<file path="config.mk">
export PLATFORM = sky130hd
export DESIGN_NAME = onehot_hold_decoder_flat
export DESIGN_NICKNAME = d
export VERILOG_FILES = /design/src/rtl/onehot_hold_decoder_pkg.sv /design/src/rtl/onehot_hold_decoder_if.sv /design/src/rtl/onehot_hold_decoder_hold_counter.sv /design/src/rtl/onehot_hold_decoder.sv /design/src/flat_wrapper.sv
export SDC_FILE = /design/constraint.sdc
export NUM_CORES = 1
export LEC_CHECK = 0
export ABC_AREA = 1
export CORE_AREA = 2 2 39 41
export CTS_BUF_LIST = sky130_fd_sc_hd__clkbuf_4
export DETAILED_ROUTE_END_ITERATION = 10
export DIE_AREA = 0 0 41 43
export GPL_ROUTABILITY_DRIVEN = 0
export GPL_TIMING_DRIVEN = 0
export HOLD_SLACK_MARGIN = 0.12
export PLACE_DENSITY = 0.57
export SLEW_MARGIN = 20
export SYNTH_ARGS = -nofsm -noshare
export SYNTH_HDL_FRONTEND = slang
export SYNTH_SLANG_ARGS = --single-unit
</file>
<file path="constraint.sdc">
create_clock -name clk -period 1.21 [get_ports clk]
set_input_delay 0.242 -clock clk [delete_from_list [all_inputs] [get_ports clk]]
set_output_delay 0.242 -clock clk [all_outputs]
set_load 0.02 [all_outputs]
</file>
<file path="src/rtl/onehot_hold_decoder_pkg.sv">
// Shared types and constants for the one-hot hold decoder.
// Line count and index width match the 4:2 priority encoder.
package onehot_hold_decoder_pkg;

    localparam int IDX_W   = 2;
    localparam int N_LINES = 4;

    typedef enum logic {
        IDLE = 1'b0,
        HOLD = 1'b1
    } state_t;

    function automatic logic [N_LINES-1:0] onehot(input logic [IDX_W-1:0] idx);
        return N_LINES'(1) << idx;
    endfunction

endpackage

</file>
<file path="src/rtl/onehot_hold_decoder_if.sv">
// Encoder-link interface: encoded word in, held one-hot lines out.
// Overrun flag and its clear exist only with DECODER_OVR_EN.
interface onehot_hold_decoder_if;
    import onehot_hold_decoder_pkg::*;

    logic               in_valid;
    logic [IDX_W-1:0]   in_idx;
    logic [N_LINES-1:0] out_w;
    logic               busy;

`ifdef DECODER_OVR_EN
    logic ovr;
    logic ovr_clr;

    modport master (
        output in_valid, in_idx, ovr_clr,
        input  out_w, busy, ovr
    );

    modport slave (
        input  in_valid, in_idx, ovr_clr,
        output out_w, busy, ovr
    );
`else
    modport master (
        output in_valid, in_idx,
        input  out_w, busy
    );

    modport slave (
        input  in_valid, in_idx,
        output out_w, busy
    );
`endif

endinterface

</file>
<file path="src/rtl/onehot_hold_decoder_hold_counter.sv">
// Loadable down-counter with zero flag; load has priority over decrement.
module hold_counter #(
    parameter int CNT_W = 3
) (
    input  logic             clk,
    input  logic             rst,
    input  logic             load,
    input  logic [CNT_W-1:0] load_val,
    input  logic             dec,
    output logic             zero
);

    logic [CNT_W-1:0] cnt;

    always_ff @(posedge clk or posedge rst) begin
        if (rst) begin
            cnt <= '0;
        end else if (load) begin
            cnt <= load_val;
        end else if (dec) begin
            cnt <= cnt - CNT_W'(1);
        end
    end

    assign zero = (cnt == '0);

endmodule

</file>
<file path="src/rtl/onehot_hold_decoder.sv">
// Registered 2:4 decoder with programmable pulse stretch.
// Optional sticky retrigger flag enabled by DECODER_OVR_EN.
module onehot_hold_decoder
    import onehot_hold_decoder_pkg::*;
#(
    parameter int HOLD_CYCLES = 4
) (
    input  logic                 clk,
    input  logic                 rst,
    onehot_hold_decoder_if.slave bus
);

    localparam int CNT_W = $clog2(HOLD_CYCLES + 1);
    localparam logic [CNT_W-1:0] RELOAD = CNT_W'(HOLD_CYCLES - 1);

    state_t             state;
    logic [N_LINES-1:0] out_w;
    logic               cnt_zero;
    logic               cnt_dec;

    // Any accepted word reloads, so a final-cycle retrigger leaves no gap.
    assign cnt_dec = (state == HOLD) && !bus.in_valid && !cnt_zero;

    hold_counter #(
        .CNT_W(CNT_W)
    ) u_hold_counter (
        .clk      (clk),
        .rst      (rst),
        .load     (bus.in_valid),
        .load_val (RELOAD),
        .dec      (cnt_dec),
        .zero     (cnt_zero)
    );

    always_ff @(posedge clk or posedge rst) begin
        if (rst) begin
            state <= IDLE;
            out_w <= '0;
        end else begin
            unique case (state)
                IDLE: begin
                    if (bus.in_valid) begin
                        out_w <= onehot(bus.in_idx);
                        state <= HOLD;
                    end
                end
                HOLD: begin
                    if (bus.in_valid) begin
                        out_w <= onehot(bus.in_idx);
                    end else if (cnt_zero) begin
                        out_w <= '0;
                        state <= IDLE;
                    end
                end
            endcase
        end
    end

    assign bus.out_w = out_w;
    assign bus.busy  = (state == HOLD);

`ifdef DECODER_OVR_EN
    logic ovr;

    always_ff @(posedge clk or posedge rst) begin
        if (rst) begin
            ovr <= 1'b0;
        end else if (bus.in_valid && (state == HOLD)) begin
            ovr <= 1'b1;
        end else if (bus.ovr_clr) begin
            ovr <= 1'b0;
        end
    end

    assign bus.ovr = ovr;
`endif

endmodule

</file>
<file path="src/flat_wrapper.sv">
// flat-port wrapper written by rule: the top's interface ports become plain ports
module onehot_hold_decoder_flat import onehot_hold_decoder_pkg::*;
#(
    parameter int HOLD_CYCLES = 4
)
  (clk, rst, bus_in_valid, bus_in_idx, bus_out_w, bus_busy);
  onehot_hold_decoder_if bus_i ();
  input  logic clk;
  input  logic rst;
  input wire logic [$bits(bus_i.in_valid)-1:0] bus_in_valid;
  input wire logic [$bits(bus_i.in_idx)-1:0] bus_in_idx;
  output wire logic [$bits(bus_i.out_w)-1:0] bus_out_w;
  output wire logic [$bits(bus_i.busy)-1:0] bus_busy;
  assign bus_i.in_valid = bus_in_valid;
  assign bus_i.in_idx = bus_in_idx;
  assign bus_out_w = bus_i.out_w;
  assign bus_busy = bus_i.busy;
  onehot_hold_decoder #(.HOLD_CYCLES(HOLD_CYCLES)) u_core (.clk(clk), .rst(rst), .bus(bus_i));
endmodule
</file>
# After elaboration in Yosys (flattened, before gate mapping)
# Cells that the tools add are included.
[op_classes]
shifts = 1
n_mux = 10
addsub = 1
n_reduce_logical = 7
eq_ne = 2
n_bitwise = 1
[op_table]
columns = ["cell", "n"]
rows = [
  ["4-bit 2-to-1 mux", 3],
  ["4-bit case mux with 2 select lines", 1],
  ["3-bit 2-to-1 mux", 2],
  ["1-bit by 2-bit << shifter with 4-bit output, first input constant", 1],
  ["3-bit logical NOT", 1],
  ["1-bit 2-to-1 mux", 3],
  ["3-bit != test, second input constant", 1],
  ["3-bit by 1-bit subtractor with 3-bit output, second input constant", 1],
  ["1-bit logical AND", 2],
  ["1-bit logical NOT", 2],
  ["2-bit != test, second input constant", 1],
  ["1-bit case mux with 2 select lines", 1],
  ["2-bit AND reduction", 1],
  ["2-bit nonzero test", 1],
  ["1-bit NOT", 1],
]
[word_totals]
in_bits = 5
elab_cells = 25
regBits = 8
output_inout_bits = 5

# Depth between registers and ports, before layout
# Gate-level depths: netlist of the first run.
[depth]
word_depth = 5
ltp_mapped = 7
depth_no_buf = 7

# Modules after synthesis
# Synthesis of the first run repeated with hierarchy kept, for this count alone.
[unflattened]
hier_cells = 50
area_unflattened_um2 = 402.9
[modules_own_cells]
columns = ["mod", "instances", "seq_area_each_um2", "area_each_um2", "cells_per_inst"]
rows = [
  ["onehot_hold_decoder", 1, 125.1, 220.2, 27],
  ["hold_counter", 1, 75.1, 182.7, 23],
]

# Worst setup path after synthesis of the first run
# OpenSTA, ideal clock, no wires.
[synth_path]
kind = "reg-to-reg"
startpoint = "reg u_core.u_hold_counter.cnt[0]"
endpoint = "reg u_core.out_w[0] (netlist: u_core.bus.out_w[0])"
setup_ps = 117
required_time_ps = 1093
slack_ps = 199
t_arrival_ps = 894
path_buffers = 0
stages_incl_launch_ff = 8
period_less_slack_ps = 1011
path_cell_list = "dfrtp_1 inv_1 ha_1 nand2_2 nand2_1 nand2_2 nand2_1 nand2_1"
[synth_via]
elab_chain_len = 3
[synth_rtl]
columns = ["item", "line_no", "source"]
rows = [
  ["start: declaration", "onehot_hold_decoder_hold_counter.sv:13", "logic [CNT_W-1:0] cnt;"],
  ["start signal: assignment", "onehot_hold_decoder_hold_counter.sv:19", "cnt <= load_val;"],
  ["start signal: assignment", "onehot_hold_decoder_hold_counter.sv:21", "cnt <= cnt - CNT_W'(1);"],
  ["3-bit logical NOT", "onehot_hold_decoder_hold_counter.sv:25", "assign zero = (cnt == '0);"],
  ["3-bit != test (no source line)", "--", ""],
  ["2-bit AND reduction (no source line)", "--", ""],
  ["end signal: assignment", "onehot_hold_decoder.sv:43", "out_w <= onehot(bus.in_idx);"],
  ["end signal: assignment", "onehot_hold_decoder.sv:49", "out_w <= onehot(bus.in_idx);"],
  ["end: declaration", "onehot_hold_decoder.sv:17", "logic [N_LINES-1:0] out_w;"],
]
# No other way between the ends.
# A chain may end at the register's enable or synchronous reset.

# Worst setup path after layout of the first run
[layout_path]
startpoint = "reg u_core.out_w[0] (netlist: u_core.bus.out_w[0])"
endpoint = "out bus_out_w[0]"
[layout_rtl]
columns = ["item", "line_no", "source"]
rows = [
  ["end: declaration", "flat_wrapper.sv:12", "output wire logic [$bits(bus_i.out_w)-1:0] bus_out_w;"],
]
# No word-level cell between the ends.

==> flow_summary_export.csv, run 1 <==
group,metric,value,unit
status,status,"completed",
detailed_routing,wl_per_cell,9.947,µm
logic_synthesis,synth_area_per_cell,8.253,µm²
power_and_ir_drop,power.net_switching,295.1,µW
place,buffer_ports.inserted,9,
logic_synthesis,synth-edff-count,0,
logic_synthesis,synthTopCellsByArea,"dfrtp_1 52%, nand2_1 15%, nand3_1 10%",
critical_path,cp_cell_sequence,"clkdlybuf4s15_1",
die,dieArea,0.001763,mm²
timing,finalHoldViolations,0,
final_layout,utilization,37.70,%
power_and_ir_drop,irDropWorstVdd,0.7185,mV
timing,fmaxAchievable,859.6,MHz
final_layout,fillers,144,
detailed_routing,antenna_left,0,
timing,post-route-period-util,96.14,%
die,io_pins,10,
detailed_routing,dr.pass1.iters,4,
critical_path,worstSetupPathType,"flop to output port",
critical_path,startpoint,"u_core.bus.out_w[0]",
logic_synthesis,syn-cell-area,387.9,µm²
timing,slew_violations,0,
power_and_ir_drop,cellInternalPower,549.6,µW
final_layout,layout-drive-gt1-share,15.25,%
logic_synthesis,synthArstFlopShare,100.0,%
power_and_ir_drop,clkPwrFrac,24.6,%
detailed_routing,wirelength,746,µm
detailed_routing,drcViolationCount,0,
cts,cts_tree,"yes",
critical_path,cp-start-kind,"flop",
final_layout,syn2layout_area_growth,34.52,%
power_and_ir_drop,combPwrFrac,32.5,%
power_and_ir_drop,p_sw_share,34.94,%
die,rows,14,
logic_synthesis,syn_inst,47,
cts,cts_sinks,8,
cts,cts_setup_buffers,0,
timing,min_period,1.163,ns
grt,antenna_found_initial,0,
critical_path,rr_startpoint,"u_core.u_hold_counter.cnt[0]",
timing,worst_slew_pin_slew,0.3179,ns
die,core_area,0.001384,mm²
power_and_ir_drop,power,844.7,µW
final_layout,seqCellArea,200.2,µm²
detailed_routing,viasPerCell,4.333,
cts,clk_pin_slew,0.06,ns
critical_path,critical-path-max-stage-delay,0.38,ns
critical_path,rrSetupSlack,0.08,ns
die,die_w,41,µm
critical_path,critPathMaxFanout,2,
grt,grt_overflow_total,0,
final_layout,antenna_cells,0,
die,initial_core_util,28.03,%
logic_synthesis,synth_top_area_cell,"dfrtp_1",
timing,rsz0062_at_grt,"false",
run,max-cap-violations,0,
place,hpwlAfterDp,566.1,µm
timing,max_slew_margin,78.79,%
logic_synthesis,yosys_warnings,0,
grt,grt_use_total,10.85,%
critical_path,cp.buffers_inverters,1,
critical_path,slowest_stage,"dfrtp_1",
final_layout,multiInputGateArea,157.7,µm²
timing,skew,0.01195,ns
grt,grt_max_degree,9,
grt,grt_pass1_wl,1173,µm
critical_path,arrival,0.92,ns
logic_synthesis,yosysSeqAreaShare,51.61,%
power_and_ir_drop,power_frac_seq,42.9,%
die,die_h,43,µm
grt,grt_pass1_vias,281,
critical_path,crit_path_end_kind,"output port",
cts,numCtsBuffers,3,
critical_path,cp_top_family,"flip-flops",
logic_synthesis,synth_top_area_share,51.61,%
cts,ctsRootBufferMaster,"clkbuf_4",
final_layout,fin_nets,68,
logic_synthesis,yosysUniqueCellTypes,10,
logic_synthesis,synth_fp_nets,54,
detailed_routing,drtIter0Drc,7,
critical_path,critPathRequiredTime,0.97,ns
cts,cts_max_level,1,
power_and_ir_drop,p_per_area,1619,mW/mm²
logic_synthesis,yosys-top-cells-count,"15 x nand2_1, 8 x dfrtp_1, 8 x nand3_1",
logic_synthesis,synth_flop_cell,"dfrtp_1",
cts,clock_path_buffers,2,
worst_hold_path,worstHoldPathType,"primary input to async pin",
timing,setup_viol_count_final,0,
detailed_routing,vias,325,
power_and_ir_drop,power.leakage,0.2850,nW
logic_synthesis,synth_most_common_cell,"nand2_1",
cts,clkLatencyLatePin,0.26,ns
logic_synthesis,ys_ff_latch,8,
==> per-layer routing <==
metal  GRT usage (%)  routed length (µm)  up-vias
li1                -                   -      168
met1           12.62                 355      148
met2           14.06                 351        7
met3           6.283                  25        2
met4           8.000                  13        0
met5               0                   0        -
==> final cells by class <==
class	count	area share, %
clock buffer	3	4.317
inverter	8	5.755
multi-input combinational	31	30.22
sequential	8	38.37
tap	16	3.837
timing repair buffer	9	17.51
==> state kept, by name, indices dropped and copies added (netlist names) <==
name                       count
u_core.bus.busy                1
u_core.bus.out_w               4
u_core.u_hold_counter.cnt      3
==> stage by stage <==
stage                     setup WS [ns]  cell area [µm²]  cells  TNS [ns]  hold WS [ns]
after floorplan                  0.1995            387.9     47         0       0.05766
after global placement          -0.1088            498.0     72   -0.4535        0.4542
after detailed placement        -0.1062            498.0     72   -0.4378        0.4700
after CTS                      0.004532            516.7     75         0        0.2424
after global routing           0.002703            521.8     75         0        0.2632
final                           0.04666            521.8     75         0        0.2284
==> power by group through the flow <==
| stage | clock, mW | sequential [mW] | combinational [mW] |
|---|---|---|---|
| CTS | 0.217 | 0.362 | 0.276 |
| floorplan | 0 | 0.391 | 0.159 |
| detailed placement | 0 | 0.367 | 0.289 |
| finish | 0.208 | 0.362 | 0.274 |
| global placement | 0 | 0.365 | 0.284 |
| global route | 0.229 | 0.367 | 0.309 |
==> path summary, 6_finish.rpt <==
| path | cells after the start | to |
|---|---|---|
| max | 1 | bus_out_w[0] |
| min | 2 | u_core.u_hold_counter.cnt[0] |
| max reg2reg | 7 | u_core.bus.out_w[2] |
| min reg2reg | 2 | u_core.bus.out_w[3] |
| max in group asynchronous | 2 | u_core.bus.busy |
| min in group clk | 2 | u_core.bus.out_w[3] |
==> repair_timing <==
item / CTS / global route
endpoints found under the setup margin: 5 / 4
hold buffers: 0 / 0
pin swaps: 0 / 0
gates cloned: 0 / 0
resized for setup: 7 / 4
==> cell usage in the layout (no fill, tap or decap) <==
cell type / instances
clkdlybuf4s50_1: 4
nand2_2: 3
nand2_1: 15
ha_1: 2
clkbuf_4: 3
xnor2_1: 1
nor2_1: 1
inv_1: 6
clkdlybuf4s15_2: 1
dfrtp_1: 8
clkdlybuf4s15_1: 4
inv_2: 2
nand3_1: 8
o21ai_1: 1
==> kinds of logic (layout without fill, tap and decap cells) <==
group,Yosys count,in the layout,synth area share [%]
AND/OR/NAND/NOR,27,27,30.64
flip-flops,8,8,51.61
buffers and inverters,8,20,7.742
adder cells (fa/ha/maj),2,2,6.451
AO/OA/AOI/OAI,1,1,1.289
XOR/XNOR,1,1,2.258
Note: power is estimated with default switching activity, not from simulation.
==> run 2: changes to the inputs <==
DONT_BUFFER_PORTS = 1   (was unset)
GPL_TIMING_DRIVEN = unset   (was 0)
PLACE_DENSITY = 0.48   (was 0.57)
==> run 2 against run 1 <==
Effect of this change:
- worst setup slack gained 0.074 ns
- first-iteration DRC count shrank 14%
- design area down 14%
- global-route usage fell by 0.83 points
- die area stayed put
- clock power down 5%
- combinational power shrank 23%
- clock skew is 0.0093 ns lower
- via count shrank 13%
- largest power group unchanged
==> flow_summary_export.csv, run 2 (synthesis gave the netlist of run 1 again) <==
group,metric,value,unit
die,core_area,0.001384,mm²
critical_path,critPathRequiredTime,1.35,ns
critical_path,critPathMaxFanout,4,
critical_path,worstSetupPathType,"flop to flop",
final_layout,largest_reg_flops,4,
critical_path,slowest_stage,"dfrtp_1",
final_layout,fillers,151,
critical_path,arrival,1.23,ns
detailed_routing,viasPerCell,4.176,
power_and_ir_drop,power.leakage,0.2538,nW
die,die_h,43,µm
detailed_routing,dr.pass1.iters,4,
detailed_routing,wirelength,671,µm
timing,fmaxAchievable,918.2,MHz
place,hpwlAfterDp,525.9,µm
grt,grt_overflow_total,0,
timing,max_slew_margin,78.32,%
cts,clock_path_buffers,2,
timing,min_period,1.089,ns
timing,finalHoldViolations,0,
power_and_ir_drop,irDropWorstVdd,0.5804,mV
power_and_ir_drop,clkPwrFrac,24.9,%
grt,grt_use_total,10.02,%
power_and_ir_drop,cellInternalPower,518.3,µW
timing,tns,0,ns
final_layout,largest_register,"u_core.bus.out_w",
grt,grt_pass1_vias,264,
place,buffer_ports.inserted,0,
die,dieArea,0.001763,mm²
critical_path,cp_cell_sequence,"inv_1 -> ha_1 -> nand2_2 -> nand2_1 -> nand2_2 -> nand2_1 -> nand2_1",
power_and_ir_drop,p_per_area,1765,mW/mm²
die,io_pins,10,
final_layout,layout-drive-gt1-share,17.31,%
cts,cts_sinks,8,
detailed_routing,wl_per_cell,9.868,µm
power_and_ir_drop,power.net_switching,272.5,µW
timing,skew,0.002652,ns
cts,ctsRootBufferMaster,"clkbuf_4",
detailed_routing,drtIter0Drc,6,
cts,cts_tree,"yes",
power_and_ir_drop,p_sw_share,34.46,%
detailed_routing,wl_met1,313,µm
die,initial_core_util,28.03,%
final_layout,antenna_cells,0,
cts,cts_setup_buffers,0,
timing,setup_viol_count_final,0,
critical_path,cp_top_family,"flip-flops",
detailed_routing,wl_met2,329,µm
detailed_routing,dr_wl_met3,28,µm
timing,slew_violations,0,
cts,clk_pin_slew,0.05,ns
grt,grt_pass1_wl,1104,µm
grt,antenna_found_initial,0,
final_layout,fin_nets,61,
cts,clkLatencyLatePin,0.25,ns
critical_path,rrSetupSlack,0.12,ns
critical_path,crit_top_cell,"nand2_1",
final_layout,utilization,32.37,%
place,dpl.cell_count,64,
detailed_routing,vias,284,
power_and_ir_drop,combPwrFrac,26.7,%
power_and_ir_drop,power_frac_seq,48.4,%
detailed_routing,dr.max_layer_used,"met3",
critical_path,cp.buffers_inverters,1,
status,status,"completed",
critical_path,critical-path-max-stage-delay,0.37,ns
die,rows,14,
detailed_routing,antenna_left,0,
timing,fin_hold_ws,0.1381,ns
worst_hold_path,worstHoldPathType,"primary input to flop",
timing,rsz0062_at_grt,"false",
grt,grt_max_degree,9,
final_layout,mostFrequentLayoutCells,"15 x nand2_1, 8 x nand3_1, 8 x dfrtp_1",
final_layout,final_common_cell,"nand2_1",
detailed_routing,drcViolationCount,0,
cts,numCtsBuffers,3,
critical_path,crit_path_end_kind,"flop",
final_layout,fin_cells,68,
final_layout,syn2layout_area_growth,15.48,%
cts,cts_max_level,1,
timing,worst_slew_pin_slew,0.3248,ns
die,die_w,41,µm
run,max-cap-violations,0,
final_layout,stdcell_area,447.9,µm²
timing,post-route-period-util,90.01,%
place,place_area,415.4,µm²
critical_path,cp-start-kind,"flop",
[run 2: cell count changes in the layout (fill, tap and decap cells not counted)]
cell / change
clkdlybuf4s15_1: -4
clkdlybuf4s50_1: -4
buf_4: +1
clkdlybuf4s15_2: -1
dlygate4sd3_1: +1
[run 2: area by class of cell]
type	instances	area (µm²)	share of cell area (%)
clock buffer	3	22.52	5.028
inverter	8	30.03	6.704
multi-input combinational	31	157.7	35.20
sequential	8	200.2	44.69
tap	16	20.02	4.469
timing repair buffer	2	17.52	3.911
[run 2: power by group through the flow]
stage | Clock (mW) | Sequential [mW] | Combinational (mW)
after floorplan | 0 | 0.391 | 0.159
after global placement | 0 | 0.386 | 0.213
after detailed placement | 0 | 0.388 | 0.212
after CTS | 0.215 | 0.383 | 0.216
after global routing | 0.232 | 0.387 | 0.248
final | 0.197 | 0.383 | 0.211
[run 2: path summary, 6_finish.rpt]
check | from | to | cells past startpoint
hold / removal | bus_in_idx[0] | u_core.bus.out_w[3] | 2
max in group asynchronous | rst | u_core.u_hold_counter.cnt[0] | 2
setup reg to reg | u_core.u_hold_counter.cnt[0] | u_core.bus.out_w[2] | 7
min in group asynchronous | rst | u_core.bus.busy | 2
hold reg to reg | u_core.u_hold_counter.cnt[0] | u_core.u_hold_counter.cnt[0] | 2
setup / recovery | u_core.u_hold_counter.cnt[0] | u_core.bus.out_w[2] | 7
[run 2: worst register-to-register path, cell delays in order (launching register included)]
cell     delay, ns
dfrtp_1       0.37
inv_1         0.09
ha_1          0.17
nand2_2       0.06
nand2_1       0.09
nand2_2       0.09
nand2_1       0.07
nand2_1       0.05
[run 2: what timing repair did]
item	4_1_cts	5_1_grt
gates resized for setup	0	0
hold endpoints to repair	8	0
hold buffers	1	0
[run 2: stage by stage]
step / worst slack, ns / power, mW
2_1_floorplan: 0.1995 / 0.5504
3_3_place_gp: 0.1406 / 0.5984
3_5_place_dp: 0.1170 / 0.6000
4_1_cts: 0.1087 / 0.8133
5_1_grt: 0.01655 / 0.8673
6_report: 0.1209 / 0.7908
[run 2: per-layer routing]
metal  up-vias  GRT usage, %
met5         -             0
met4         0         4.000
met3         0         7.853
met2         4         12.50
met1       126         12.54
li1        154             -
==> run 3: changes to the inputs <==
CTS_CLUSTER_SIZE = 24   (was unset)
SKIP_CTS_REPAIR_TIMING = 1   (was unset)
==> results of run 3 <==
Final layout, timing and power as in run 2 (identical DEF).
